[config.mk]
export PLATFORM = sky130hd
export DESIGN_NAME = freq_meter
export DESIGN_NICKNAME = d
export VERILOG_FILES = /design/src/rtl/freq_meter.sv
export SDC_FILE = /design/constraint.sdc
export NUM_CORES = 1
export LEC_CHECK = 0
export ABC_CLOCK_PERIOD_IN_PS = 8100
export CORE_ASPECT_RATIO = 0.7
export CORE_MARGIN = 2
export CORE_UTILIZATION = 50
export CTS_CLUSTER_DIAMETER = 100
export DETAILED_ROUTE_END_ITERATION = 10
export PLACE_DENSITY = 0.76
export SYNTH_ARGS = -nofsm -noshare
export SYNTH_HDL_FRONTEND = slang
export SYNTH_SLANG_ARGS = --single-unit
export TNS_END_PERCENT = 50
[constraint.sdc]
create_clock -name clk -period 8.1 [get_ports clk]
set_input_delay 1.62 -clock clk [delete_from_list [all_inputs] [get_ports clk]]
set_output_delay 1.62 -clock clk [all_outputs]
set_load 0.02 [all_outputs]
[src/rtl/freq_meter.sv]
// Gated frequency meter: counts synchronized rising edges of wave_in over a fixed gate window.
// Optional macro FREQ_METER_OVERFLOW_EN: saturating edge counter with a registered overflow flag.
module freq_meter #(
  parameter int unsigned GATE_CYCLES   = 50000,
  parameter int unsigned SETTLE_CYCLES = 16,
  parameter int unsigned COUNT_WIDTH   = 24
) (
  input  logic                   clk,
  input  logic                   rst,
  input  logic                   wave_in,
  input  logic                   start,
  input  logic [4:0]             sel_in,
  output logic [4:0]             select_out,
  output logic                   mux_enable,
  output logic                   busy,
  output logic [COUNT_WIDTH-1:0] count,
  output logic                   valid,
  input  logic                   ack,
  output logic                   overflow
);

  localparam int unsigned TIMER_MAX = (GATE_CYCLES > SETTLE_CYCLES) ? GATE_CYCLES : SETTLE_CYCLES;
  localparam int unsigned TW        = $clog2(TIMER_MAX);
  localparam logic [4:0]  MAX_SEL   = 5'd23;

  typedef enum logic [1:0] {IDLE, SETTLE, MEASURE, DONE} state_t;

  state_t                 state, state_next;
  logic                   sync1, sync2, sync3;
  logic                   rise;
  logic [TW-1:0]          timer;
  logic [COUNT_WIDTH-1:0] edge_cnt, edge_cnt_next;
  logic                   accept, settle_done, gate_done, release_res;

  assign rise       = sync2 & ~sync3;
  assign busy       = (state != IDLE);
  assign mux_enable = (state != IDLE);

  always_ff @(posedge clk or posedge rst) begin
    if (rst) state <= IDLE;
    else     state <= state_next;
  end

  always_comb begin
    state_next  = state;
    accept      = 1'b0;
    settle_done = 1'b0;
    gate_done   = 1'b0;
    release_res = 1'b0;
    case (state)
      IDLE: begin
        if (start && (sel_in <= MAX_SEL)) begin
          accept     = 1'b1;
          state_next = SETTLE;
        end
      end
      SETTLE: begin
        if (timer == '0) begin
          settle_done = 1'b1;
          state_next  = MEASURE;
        end
      end
      MEASURE: begin
        if (timer == '0) begin
          gate_done  = 1'b1;
          state_next = DONE;
        end
      end
      DONE: begin
        if (ack) begin
          release_res = 1'b1;
          state_next  = IDLE;
        end
      end
      default: state_next = IDLE;
    endcase
  end

`ifdef FREQ_METER_OVERFLOW_EN
  logic sat, sat_next;

  always_comb begin
    edge_cnt_next = edge_cnt;
    sat_next      = sat;
    if ((state == MEASURE) && rise) begin
      if (&edge_cnt) sat_next      = 1'b1;
      else           edge_cnt_next = edge_cnt + COUNT_WIDTH'(1);
    end
  end

  always_ff @(posedge clk or posedge rst) begin
    if (rst) begin
      sat      <= 1'b0;
      overflow <= 1'b0;
    end else begin
      if (settle_done)            sat <= 1'b0;
      else if (state == MEASURE)  sat <= sat_next;
      if (gate_done)              overflow <= sat_next;
    end
  end
`else
  always_comb begin
    edge_cnt_next = edge_cnt + COUNT_WIDTH'((state == MEASURE) && rise);
  end

  assign overflow = 1'b0;
`endif

  // The result takes edge_cnt_next so an edge detected in the last gate cycle is included.
  always_ff @(posedge clk or posedge rst) begin
    if (rst) begin
      sync1      <= 1'b0;
      sync2      <= 1'b0;
      sync3      <= 1'b0;
      timer      <= '0;
      edge_cnt   <= '0;
      select_out <= '0;
      count      <= '0;
      valid      <= 1'b0;
    end else begin
      sync1 <= wave_in;
      sync2 <= sync1;
      sync3 <= sync2;

      if (accept) begin
        select_out <= sel_in;
        timer      <= TW'(SETTLE_CYCLES - 1);
      end else if (settle_done) begin
        timer <= TW'(GATE_CYCLES - 1);
      end else if (((state == SETTLE) || (state == MEASURE)) && (timer != '0)) begin
        timer <= timer - TW'(1);
      end

      if (settle_done)            edge_cnt <= '0;
      else if (state == MEASURE)  edge_cnt <= edge_cnt_next;

      if (gate_done) begin
        count <= edge_cnt_next;
        valid <= 1'b1;
      end else if (release_res) begin
        valid <= 1'b0;
      end
    end
  end

endmodule

==> results of run 1 <==
## synthesized netlist by cell type (2+ instances only)
cell,count,area share (%)
xnor2_1,19,4.4
nor2_1,40,3.9
clkbuf_1,9,0.89
nand2_1,48,4.7
buf_2,8,1.1
nand3_1,17,2.2
or3_1,9,1.5
ha_1,8,2.6
dfrtp_1,75,49
a31oi_1,2,0.33
nor3_1,14,1.8
o21ai_0,25,3.3
a211oi_1,3,0.59
mux2i_1,4,1.1
or3_4,2,0.59
nand4_1,9,1.5
o31ai_1,3,0.59
nand2b_1,2,0.33
nor4_4,2,1.1
o21ai_1,2,0.26
inv_1,9,0.89
nor2b_1,2,0.33
buf_4,4,0.79
nor4_1,4,0.66
mux2_2,7,2.1
a21oi_1,11,1.4
and4_1,5,1.2
and3_1,2,0.33
xor2_1,29,6.7
## path summary, 6_finish.rpt
path / slack (ns) / cells past startpoint / end / start
hold / removal: 0.35 / 0 / sync2$_DFF_PP0_ / sync1$_DFF_PP0_
setup / recovery: 4.70 / 4 / busy / state[0]$_DFFE_PP0P_
max in group asynchronous: 5.66 / 3 / edge_cnt[11]$_DFFE_PP0P_ / rst
setup reg to reg: 4.92 / 11 / count[18]$_DFFE_PP0P_ / state[0]$_DFFE_PP0P_
hold reg to reg: 0.35 / 0 / sync2$_DFF_PP0_ / sync1$_DFF_PP0_
min in group asynchronous: 1.86 / 3 / count[19]$_DFFE_PP0P_ / rst
## metrics by stage
step           utilization, %  instances  hold WS, ns
3_5_place_dp             57.6        509        0.338
6_report                 60.1        525        0.355
5_1_grt                  60.1        525        0.364
4_1_cts                  60.1        525        0.356
3_3_place_gp             57.6        509        0.334
2_1_floorplan               -        391        0.331
## registers in the layout, summed over array words and instances, names as in the netlist
name / cells
sync1: 1
sync3: 1
count: 24
sync2: 1
edge_cnt: 24
state: 2
timer: 16
valid: 1
select_out: 5
## kinds of logic after synthesis
group / Yosys count / share of synthesized area (%)
adders and majority gates: 8 / 2.63
DFF: 75 / 49.3
xor gates and xnor gates: 48 / 11.0
buffers and inverters: 33 / 4.24
and+or+nand+nor: 165 / 22.2
AOI/OAI and AO/OA: 50 / 7.40
other: 1 / 0.0985
muxes: 11 / 3.12
## power groups by stage
stage	registers (mW)	logic, mW	clock network, mW
2_1_floorplan	0.519	0.309	0
6_report	0.516	0.402	0.281
5_1_grt	0.529	0.448	0.305
3_5_place_dp	0.521	0.403	0
4_1_cts	0.516	0.404	0.287
3_3_place_gp	0.517	0.391	0
## layer usage
metal | track usage, % | vias to the layer above
met5 | 0 | -
met2 | 28.8 | 62
li1 | - | 1389
met4 | 6.41 | 0
met3 | 6.46 | 7
met1 | 28.3 | 1338
## area by class of cell
cell class                      instances  share of cell area [%]
Clock buffer                           12                    3.06
Clock inverter                          4                    1.16
Inverter                                9                   0.764
Multi-Input combinational cell        283                    40.0
Sequential cell                        75                    42.5
Tap cell                               98                    2.77
Timing Repair Buffer                   44                    9.79
## critical path: stages (launching register included)
cell,delay (ns)
dfrtp_1,0.40
inv_1,0.08
ha_1,0.24
inv_1,0.10
clkdlybuf4s50_1,0.61
## placed cells by master, fill, tap and decap left out, types with 2 or more instances in the layout
master,instances
and4_1,5
nor4_4,2
and3_1,2
or3_4,2
dfrtp_1,75
o21ai_1,2
nand4_1,9
nand2b_1,2
nand3_1,17
o21ai_0,25
mux2i_1,4
a31oi_1,2
or3_1,9
a211oi_1,3
xnor2_1,19
nor2_1,40
a21oi_1,11
mux2_2,7
clkbuf_1,3
nor3_1,14
buf_4,3
xor2_1,29
nor2b_1,2
clkbuf_8,9
o31ai_1,3
ha_1,8
nand2_1,48
clkdlybuf4s50_1,41
inv_1,8
nor4_1,4
==> flow_metrics.tcl, run 1 <==
set metrics [dict create \
    core-area_sq_um 7350 \
    post-route-min-period_ns 3.40 \
    ys.flop_type "dfrtp_1" \
    numPortBuffers 41 \
    drcViolationCount 0 \
    grt_pass1_wl_um 12900 \
    rows 26 \
    arrival_ns 1.78 \
    synth_edf_count 0 \
    wl_met3_um 353 \
    cts-root-buf "clkbuf_8" \
    cp_max_fo 4 \
    end_kind "output pin" \
    avgViaCountPerCell 5.33 \
    routed_wl_um 7350 \
    p_clk_share_pct 23.4 \
    finalInstanceArea_sq_um 4420 \
    setup_tns_ns 0 \
    power.internal_mw 0.765 \
    drive_above_1_share_pct 8.20 \
    p_sw_share_pct 36.2 \
    yosysWarnings 0 \
    setup_viol 0 \
    hold_viol_final 0 \
    cts_buffer_depth 2 \
    grt_pass1_vias 2646 \
    insertion_delay_ns 0.35 \
    num-fill-cells 652 \
    die_w_um 108 \
    cts.sinks 75 \
    area_delta_synth_final_pct 16.1 \
    wl_met2_um 3250 \
    gp_congestion 0.844 \
    die_h_um 77.0 \
    synth_fp_nets 409 \
    num_io_pins 43 \
    num_antenna_cells 0 \
    finalCritPeriodShare_pct 42.0 \
    worst_slack_ns 4.70 \
    start_util_pct 51.8 \
    multi_input_area_sq_um 1770 \
    cts_setup_buffers 0 \
    m1WireLength_um 3660 \
    grt_usage_pct 19.9 \
    grt_start_max_net_pins 76 \
    avgRoutedWirePerCell_um 14.0 \
    seqPwrFrac_pct 43.0 \
    peakVddDrop_v 0.000197 \
    cts_resized 0 \
    power_density_nw_per_um2 271 \
    dp_hpwl_um 4990 \
    highest_layer "met4" \
    path_class "reg2out" \
    yosys_register_bits 75 \
    grt_overflow_total 0 \
    p_sw_mw 0.435 \
    hold_path.class "reg2reg" \
    power_mw 1.20 \
    fmax_mhz 294 \
    status "finished clean" \
    regArea_sq_um 1880 \
    h-tree-depth 3 \
    drv_slew 0 \
    final_nets 440 \
    synth_area_per_cell_sq_um 9.73 \
    ys_types 46 \
    netlist_area_sq_um 3810 \
    dr.pass1.iters 4 \
    dr_total_vias 2796 \
    synth-seq-area-share_pct 49.3 \
    ant_nets 0 \
    placed_cell_area_sq_um 4230 \
    pre_cts_slack_ns 4.87 \
    pwr-share-comb_pct 33.5 \
    async_flop_share_pct 100 \
    drt_iter0_drc 156 \
    start_kind "flop" \
    required_ns 6.48 \
    cts_tree "yes" \
    dieArea_sq_um 8340 \
    clock_skew_ns 0.00900 \
    power.leakage_nw 1.86 \
    ctsHoldBuffers 0 \
    slew_headroom_pct 39.6 \
    clkTransAtPathRegs_ns 0.08 \
    antenna_found_initial 0 \
    cts_buffers 9 \
    maxCapViolCount 0 \
    tightest_slew_ns 0.907 \
    grt_setup_unrepaired "false" \
    syn_inst 391 \
]
(Power assumes the default switching activity.)
==> run 2: changes to the inputs <==
- ABC_CLOCK_PERIOD_IN_PS: 8100 -> 3400
- clock period: 8.1 -> 3.4 ns (I/O delays scaled with it)
==> run 2 against run 1 <==
Compared with the run above:
- cell count up 0.95%
- routed wire length is 1.4% higher
- worst setup slack lost 4.1 ns
- sequential share of layout area is 1.0 points lower
- non-clock buffer count rose by 5
- via count grew 1.3%
- hold slack better by 0.0011 ns
- largest cell class unchanged
==> flow_metrics.tcl, run 2 (same netlist as run 1, synthesis figures left out) <==
set metrics [dict create \
    status "finished clean" \
    grt_pass1_wl_um 13300 \
    ant_nets 0 \
    peakVddDrop_v 0.000430 \
    clkTransAtPathRegs_ns 0.08 \
    slew_headroom_pct 44.7 \
    cts_buffers 9 \
    core-area_sq_um 7350 \
    power_density_nw_per_um2 674 \
    grt_start_max_net_pins 35 \
    drt_iter0_drc 170 \
    cts_buffer_depth 2 \
    routed_wl_um 7450 \
    hold_path.class "reg2reg" \
    p_clk_share_pct 27.4 \
    reg_top3 "count (24), edge_cnt (24), timer (16)" \
    num_antenna_cells 0 \
    grt_setup_unrepaired "false" \
    reg2reg_slack_ns 0.60 \
    avgRoutedWirePerCell_um 14.0 \
    dieArea_sq_um 8340 \
    wl_met3_um 415 \
    dr_total_vias 2832 \
    final_common_cell "dfrtp_1" \
    arrival_ns 3.06 \
    seqPwrFrac_pct 40.1 \
    avgViaCountPerCell 5.34 \
    antenna_found_initial 0 \
    setup_viol 0 \
    drive_above_1_share_pct 9.95 \
    num_io_pins 43 \
    wl_met2_um 3330 \
    finalInstanceArea_sq_um 4530 \
    grt_pass1_vias 2782 \
    grt_usage_pct 20.5 \
    cp_max_fo 5 \
    hold_viol_final 0 \
    area_delta_synth_final_pct 19.1 \
    insertion_delay_ns 0.35 \
    holdWs_ns 0.356 \
    h-tree-depth 3 \
    maxCapViolCount 0 \
    dr.pass1.iters 4 \
    pwr-share-comb_pct 32.5 \
    clock_skew_ns 0.00577 \
    setup_tns_ns 0 \
    numPortBuffers 41 \
    path_class "reg2reg" \
    post-route-min-period_ns 2.80 \
    p_sw_share_pct 34.7 \
    highest_layer "met4" \
    fmax_mhz 357 \
    num-fill-cells 626 \
    cts.sinks 75 \
    p_sw_mw 1.06 \
    rows 26 \
    cts_tree "yes" \
    gp_congestion 0.853 \
    cts_resized 0 \
    power.internal_mw 1.99 \
    die_w_um 108 \
    final_cell_mix "dfrtp_1, nand2_1, clkdlybuf4s50_1" \
    power.leakage_nw 1.91 \
    final_nets 445 \
    start_kind "flop" \
    finalCritPeriodShare_pct 82.4 \
    grt_overflow_total 0 \
    start_util_pct 51.8 \
    cts_setup_buffers 0 \
    die_h_um 77.0 \
    m1WireLength_um 3590 \
    cts-root-buf "clkbuf_8" \
    tightest_slew_ns 0.822 \
    ctsHoldBuffers 0 \
    drcViolationCount 0 \
    dp_hpwl_um 5430 \
    drv_slew 0 \
    end_kind "flop" \
    placed_cell_area_sq_um 4280 \
    required_ns 3.66 \
]
==> run 2: per-layer routing <==
layer	vias up	global-route usage (%)
li1	1409	-
met1	1332	29.4
met2	78	29.8
met3	13	5.02
met4	0	8.21
met5	-	0
==> run 2: worst max-delay path: stages, from the launching register on <==
cell	delay, ns
dfrtp_1	0.42
inv_1	0.10
ha_1	0.18
nand2_1	0.06
nor2_1	0.10
ha_1	0.23
ha_1	0.25
nand3_1	0.21
nor4_1	0.68
nand2_1	0.13
xor2_1	0.17
o21ai_0	0.18
==> run 2: final timing paths <==
kind,start,end,cells after the start
worst min-delay path,sync1$_DFF_PP0_,sync2$_DFF_PP0_,0
worst min register to register,sync1$_DFF_PP0_,sync2$_DFF_PP0_,0
worst max-delay path,state[0]$_DFFE_PP0P_,count[22]$_DFFE_PP0P_,11
max in group asynchronous,rst,edge_cnt[9]$_DFFE_PP0P_,3
min in group asynchronous,rst,count[22]$_DFFE_PP0P_,2
worst max register to register,state[0]$_DFFE_PP0P_,count[22]$_DFFE_PP0P_,11
==> run 2: power by group through the flow <==
stage                     Combinational [mW]  Sequential, mW  Clock (mW)
final                                  0.991            1.23       0.837
after global routing                    1.10            1.26       0.902
after CTS                              0.991            1.22       0.863
after detailed placement               0.985            1.24           0
after global placement                 0.953            1.23           0
after floorplan                        0.737            1.24           0
==> run 2: cell type report <==
class / instances / area, sq um / area share, %
Sequential cell: 75 / 1880 / 41.4
Multi-Input combinational cell: 283 / 1770 / 39.0
Timing Repair Buffer: 49 / 483 / 10.7
Clock buffer: 9 / 124 / 2.73
Clock inverter: 7 / 124 / 2.73
Tap cell: 98 / 123 / 2.71
Inverter: 9 / 33.8 / 0.745
==> run 2: through the flow <==
step	setup WS (ns)	power (mW)	utilization (%)	cells
floorplan	0.674	1.97	-	391
global placement	0.837	2.18	58.3	514
detailed placement	0.635	2.22	58.3	514
CTS	0.581	3.08	61.6	530
global route	0.300	3.26	61.6	530
finish	0.597	3.05	61.6	530
==> run 3: changes to the inputs <==
- ABC_CLOCK_PERIOD_IN_PS: 3400 -> 2300
- PLACE_DENSITY: 0.76 -> 0.79
- clock period: 3.4 -> 2.3 ns (I/O delays scaled with it)
==> run 3 against run 2 <==
Compared with the run above:
- the run now ends with negative setup slack left
- critical path depth is the same
- clock skew is essentially flat
- first-iteration DRC count shrank 13%
- core utilization grew 2.7 points
- non-clock buffer count grew 14
- combinational power grew 53%
- largest power group unchanged
==> flow_metrics.tcl, run 3 (same netlist as run 1, synthesis figures left out) <==
set metrics [dict create \
    ctsHoldBuffers 0 \
    clock_skew_ns 0.00573 \
    worst_slack_ns -0.00731 \
    drt_iter0_drc 148 \
    reg2reg_slack_ns -0.007 \
    avgRoutedWirePerCell_um 14.3 \
    setup_viol 1 \
    gp_congestion 0.865 \
    holdWs_ns 0.363 \
    violations "negative setup slack" \
    area_delta_synth_final_pct 24.3 \
    cp_max_fo 4 \
    peakVddDrop_v 0.000724 \
    r2r_end "edge_cnt[20]$_DFFE_PP0P_" \
    avgViaCountPerCell 5.31 \
    grt_pass1_wl_um 13000 \
    path_class "reg2reg" \
    grt_start_max_net_pins 54 \
    grt_usage_pct 19.8 \
    fmax_mhz 433 \
    hold_path.class "reg2reg" \
    clkTransAtPathRegs_ns 0.07 \
    wl_met3_um 413 \
    m1WireLength_um 3820 \
    maxCapViolCount 0 \
    power.leakage_nw 2.03 \
    rows 26 \
    grt_pass1_vias 2724 \
    end_kind "flop" \
    cp-startpoint "state[0]$_DFFE_PP0P_" \
    timing.critical_path.to "edge_cnt[20]$_DFFE_PP0P_" \
    r2r-start "state[0]$_DFFE_PP0P_" \
    status "finished, violations left" \
    power_mw 4.46 \
    final_util_pct 64.3 \
    die_h_um 77.0 \
    cts-root-buf "clkbuf_8" \
    core-area_sq_um 7350 \
    setup_tns_ns -0.00731 \
    wl_met2_um 3450 \
    num_antenna_cells 0 \
    die_w_um 108 \
    numPortBuffers 41 \
    insertion_delay_ns 0.35 \
    num_io_pins 43 \
    ant_nets 0 \
    cts_buffer_depth 2 \
    required_ns 2.54 \
    grt_setup_unrepaired "true" \
    cts_tree "yes" \
    dp_hpwl_um 5260 \
    finalCritPeriodShare_pct 100 \
    drive_above_1_share_pct 15.5 \
    arrival_ns 2.54 \
    highest_layer "met4" \
    grt_overflow_total 0 \
    cts.sinks 75 \
    dieArea_sq_um 8340 \
    final_nets 459 \
    final_common_cell "dfrtp_1" \
    rr_worst_depth 11 \
    drv_slew 0 \
    start_kind "flop" \
    reg_top3 "count (24), edge_cnt (24), timer (16)" \
    power_density_nw_per_um2 942 \
    drcViolationCount 0 \
    final_cell_mix "dfrtp_1, nand2_1, nor2_1, clkdlybuf4s50_1, xor2_1" \
    start_util_pct 51.8 \
    hold_viol_final 0 \
    cts_buffers 9 \
    routed_wl_um 7770 \
    post-route-min-period_ns 2.31 \
    dr_total_vias 2881 \
    h-tree-depth 3 \
    dr.pass1.iters 4 \
    antenna_found_initial 0 \
]
run 3: cell types whose count changed in the layout (fill, tap and decap cells not counted), sizes merged:
cell           change
buf               +14
inv                -3
clkbuf             +2
clkdlybuf4s50      -2
clkinvlp           +2
dlymetal6s2s       +2
bufinv             -1
clkinv             -1
run 3: worst min path at each step:
stage                          from         endpoint  cells after the start
finish              sync1$_DFF_PP0_  sync2$_DFF_PP0_                      0
global route        sync1$_DFF_PP0_  sync2$_DFF_PP0_                      0
CTS                 sync1$_DFF_PP0_  sync2$_DFF_PP0_                      0
detailed placement  sync1$_DFF_PP0_  sync2$_DFF_PP0_                      0
global placement    sync1$_DFF_PP0_  sync2$_DFF_PP0_                      0
floorplan           sync1$_DFF_PP0_  sync2$_DFF_PP0_                      0
run 3: critical path, cell delays in order (launching register included):
cell     delay, ns
dfrtp_1       0.40
inv_2         0.09
ha_4          0.14
nand2_2       0.05
nor2_2        0.11
ha_2          0.25
ha_4          0.19
nand4_1       0.20
nor4_4        0.40
nand3_1       0.16
xor2_1        0.16
nor2_1        0.06
run 3: area by class of cell:
class / instances / area, sq um
inverter: 9 / 37.5
multi-input combinational: 283 / 1880
clock inverter: 4 / 75.1
clock buffer: 11 / 141
timing repair buffer: 63 / 593
tap: 98 / 123
sequential: 75 / 1880
fill: 597 / 2620
run 3: per-stage QoR:
step / setup WS (ns) / std cells / cell area [sq um]
5_1_grt: -0.0861 / 543 / 4730
4_1_cts: 0.0432 / 537 / 4640
2_1_floorplan: 0.00549 / 391 / 3880
6_report: -0.00731 / 543 / 4730
3_5_place_dp: -0.00120 / 522 / 4410
3_3_place_gp: 0.0881 / 522 / 4410
run 3: per-layer routing:
metal,track usage [%],vias to the layer above
met5,0,-
li1,-,1427
met4,6.15,0
met3,5.36,8
met2,29.9,66
met1,27.9,1380
run 3: power by group:
| part | leakage [nW] | total (mW) | internal [mW] | switching (mW) |
|---|---|---|---|---|
| Sequential | 1.00 | 1.83 | 1.57 | 0.268 |
| Clock | 0.102 | 1.10 | 0.635 | 0.465 |
| Combinational | 0.927 | 1.52 | 0.693 | 0.828 |
| Total | 2.03 | 4.46 | 2.89 | 1.56 |
run 3: what timing repair did:
item,4_1_cts,5_1_grt
pin swaps,0,9
setup endpoints to repair,3,27
resized for setup,2,12
buffers inserted,0,6
endpoints found under the hold margin,0,0
cloned,0,0
